$ cat src/rtl/prbs_pkg.sv
// Shared PRBS7 definitions (x^7 + x^6 + 1) used by the generator and the checker.
package prbs_pkg;

    localparam int unsigned Prbs7Len  = 7;
    localparam int unsigned Prbs7TapA = 6;
    localparam int unsigned Prbs7TapB = 5;

    localparam logic [Prbs7Len-1:0] Prbs7Zero = '0;

    typedef enum logic [1:0] {
        StSeed,
        StVerify,
        StLocked
    } prbs_state_e;

    function automatic logic prbs7_pred(input logic [Prbs7Len-1:0] s);
        return s[Prbs7TapA] ^ s[Prbs7TapB];
    endfunction

endpackage

$ cat src/rtl/prbs7_predictor.sv
// 7-bit PRBS7 predictor register: shifts in either the received bit or its own prediction.
module prbs7_predictor
    import prbs_pkg::*;
(
    input  logic clk_i,
    input  logic rst_i,
    input  logic load_en_i,
    input  logic sel_pred_i,
    input  logic clear_i,
    input  logic din_i,
    output logic pred_o,
    output logic din_zero_o
);

    logic [Prbs7Len-1:0] s_q, s_d;

    assign pred_o = prbs7_pred(s_q);

    // Register would be all-zero if din were shifted in this cycle.
    assign din_zero_o = ({s_q[Prbs7Len-2:0], din_i} == Prbs7Zero);

    always_comb begin
        s_d = s_q;
        if (clear_i) begin
            s_d = Prbs7Zero;
        end else if (load_en_i) begin
            s_d = {s_q[Prbs7Len-2:0], (sel_pred_i ? pred_o : din_i)};
        end
    end

    always_ff @(posedge clk_i) begin
        if (rst_i) begin
            s_q <= Prbs7Zero;
        end else begin
            s_q <= s_d;
        end
    end

endmodule

$ cat config.mk
export PLATFORM = sky130hd
export DESIGN_NAME = prbs7_predictor
export DESIGN_NICKNAME = d
export VERILOG_FILES = /design/src/rtl/prbs_pkg.sv /design/src/rtl/prbs7_predictor.sv
export SDC_FILE = /design/constraint.sdc
export NUM_CORES = 1
export LEC_CHECK = 0
export ABC_AREA = 0
export CORE_AREA = 2 2 39 41
export DETAILED_ROUTE_END_ITERATION = 8
export DIE_AREA = 0 0 41 43
export SLEW_MARGIN = 40
export SYNTH_ARGS = -nofsm -noshare
export SYNTH_HDL_FRONTEND = slang
export SYNTH_SLANG_ARGS = --single-unit
$ cat constraint.sdc
create_clock -name clk_i -period 2.85 [get_ports clk_i]
set_clock_uncertainty 0.15 [all_clocks]
set_input_delay 0.285 -clock clk_i [delete_from_list [all_inputs] [get_ports clk_i]]
set_output_delay 0.285 -clock clk_i [all_outputs]
set_load 0.05 [all_outputs]
==> metrics.csv <==
metric,value,unit
drtAntennaViolNets,0,
grt_pass1_vias,212,
grt_use_total,0.0755,
synth_cells,29,
period_share,0.737,
hp-class,flip-flop to flip-flop,
cts.path.max_buffers,2,
max_freq,0.476,GHz
cts_resized,0,
placed_area,370,um2
place.gp.congestion,0.632,
io_pins,8,
grt_max_degree,10,
design_area,397,um2
maxSlewViolCount,0,
nets,45,
clkTransAtPathRegs,0.05,ns
final_common_cell,dfxtp_1,
layout_common_cells,"dfxtp_1 (7), mux2i_1 (6), nor2_1 (6), clkdlybuf4s50_1 (6), clkbuf_4 (3)",
clkLatencyLatePin,0.25,ns
synth-simple-area-share,0.232,
final_hold_viol_count,0,
critPathKind,flip-flop to output port,
post-place-cells,50,
cp_cell_sequence,xor2_1 > clkdlybuf4s50_1,
via_per_inst,4.19,
largest_reg_flops,7,
p_leak,0.160,nW
core_area,1380,um2
clock_tree.root_cell,clkbuf_4,
slew_headroom,0.674,
worstPathRequired,2.41,ns
grt_first_pass_wirelength,807,um
critPathMaxFanout,4,
tightest_slew,0.487,ns
top_regs,s_q: 7 flops,
worstPathArrival,1.67,ns
power_density,519,nW/um2
slowest_delay,0.83,ns
die_w,41,um
setup_viol,0,
path_buf_inv,1,
finalCriticalPeriod,2.10,ns
synth_top_family_by_area,simple AND/OR/NAND/NOR gates,
cts_made_buffers,3,
cts-hold-fix-buffers,0,
drtIter0Drc,2,
critPathCaptureType,output port,
wl_per_cell,9.52,um
antenna_found_initial,0,
power,0.206,mW
htree_levels,1,
run_status,finished clean,
avgSynthCellArea,10.1,um2
initial_core_util,0.211,
ys_types,13,
r2r_slack,1.76,ns
synth_compound_area_frac,0.0215,
syn_area,292,um2
cp_top_family,buffers and inverters,
yosys-mux-area-fraction,0.206,
area_growth,36.1,%
drt-pass1-iter-count,2,
cts_tree,yes,
fin_cells,54,
yosysSeqAreaShare,0.481,
cp_slowest_cell,clkdlybuf4s50_1,
rows,14,
fin_setup_tns,0,ns
synth_fa_ha_area_frac,0,
maxCapViolCount,0,
vias,226,
cts.sink_count,7,
synth_nets,35,
peakVddDrop,0.247,mV
drt_wl_total,514,um
dp_worst_setup_slack,0.889,ns
n_antenna_cell,0,
ys_seq_elements,7,
dieArea,1760,um2
cp-start-kind,flip-flop,
postCtsSetupRepairBufs,0,
drcViolationCount,0,
synth_xor_area_frac,0.0300,
setup_ws,0.748,ns
regMostFlops,s_q,
io_buffers,7,
fill_cells,156,
utilization,0.287,
die_h,43,um
layout-drive-gt1-share,0.158,
timing.hold.ws,0.361,ns
yosys_warnings,0,
rsz0062_at_grt,no,
overflow,0,
hpwl,352,um
[synthesized netlist by cell type, drive strengths merged]
| cell | number | area (um2) |
|---|---|---|
| dfxtp | 7 | 140 |
| nor2 | 6 | 22.5 |
| nor4 | 1 | 12.5 |
| clkbuf | 1 | 3.75 |
| mux2i | 6 | 60.1 |
| or4 | 1 | 7.51 |
| nand3b | 1 | 7.51 |
| or2 | 1 | 6.26 |
| a31oi | 1 | 6.26 |
| nand2b | 1 | 6.26 |
| nand3 | 1 | 5.00 |
| buf | 1 | 5.00 |
| xor2 | 1 | 8.76 |
[area by class of cell]
| cell class | count | area [um2] | share of cell area |
|---|---|---|---|
| multi-input cells | 20 | 143 | 0.360 |
| clock buffers | 4 | 26.3 | 0.0662 |
| flip-flops and latches | 7 | 140 | 0.353 |
| repair buffers | 7 | 67.6 | 0.170 |
| well taps | 16 | 20.0 | 0.0505 |
[worst paths after layout]
path         cells after the start   start      to
max                              2  s_q[5]  pred_o
max reg2reg                      3  s_q[5]  s_q[0]
min                              2  s_q[0]  s_q[0]
min reg2reg                      2  s_q[0]  s_q[0]
[power by group]
group	internal, mW	leakage (nW)	switching [mW]
logic	0.0108	0.0881	0.00941
registers	0.0984	0.0564	0.000286
clock network	0.0532	0.0150	0.0336
total	0.162	0.160	0.0433
[metal layers]
metal / vias to the layer above / global-route usage / part of all wire
met2: 9 / 0.0781 / 0.38
met3: 0 / 0.0628 / 0.089
met5: - / 0 / 0
met4: 0 / 0.0600 / 0
met1: 100 / 0.0939 / 0.53
li1: 117 / - / -
[tightest hold or removal path, cell delays in order (launching register included)]
cell	delay, ns
dfxtp_1	0.32
nand2b_1	0.07
a31oi_1	0.07
[logic make-up after synthesis]
| kind of cell | count (synthesis) |
|---|---|
| and+or+nand+nor | 12 |
| DFF | 7 |
| muxes | 6 |
| buffers and inverters | 2 |
| AOI/OAI and AO/OA | 1 |
| xor gates and xnor gates | 1 |
Note: power is estimated with default switching activity, not from simulation.
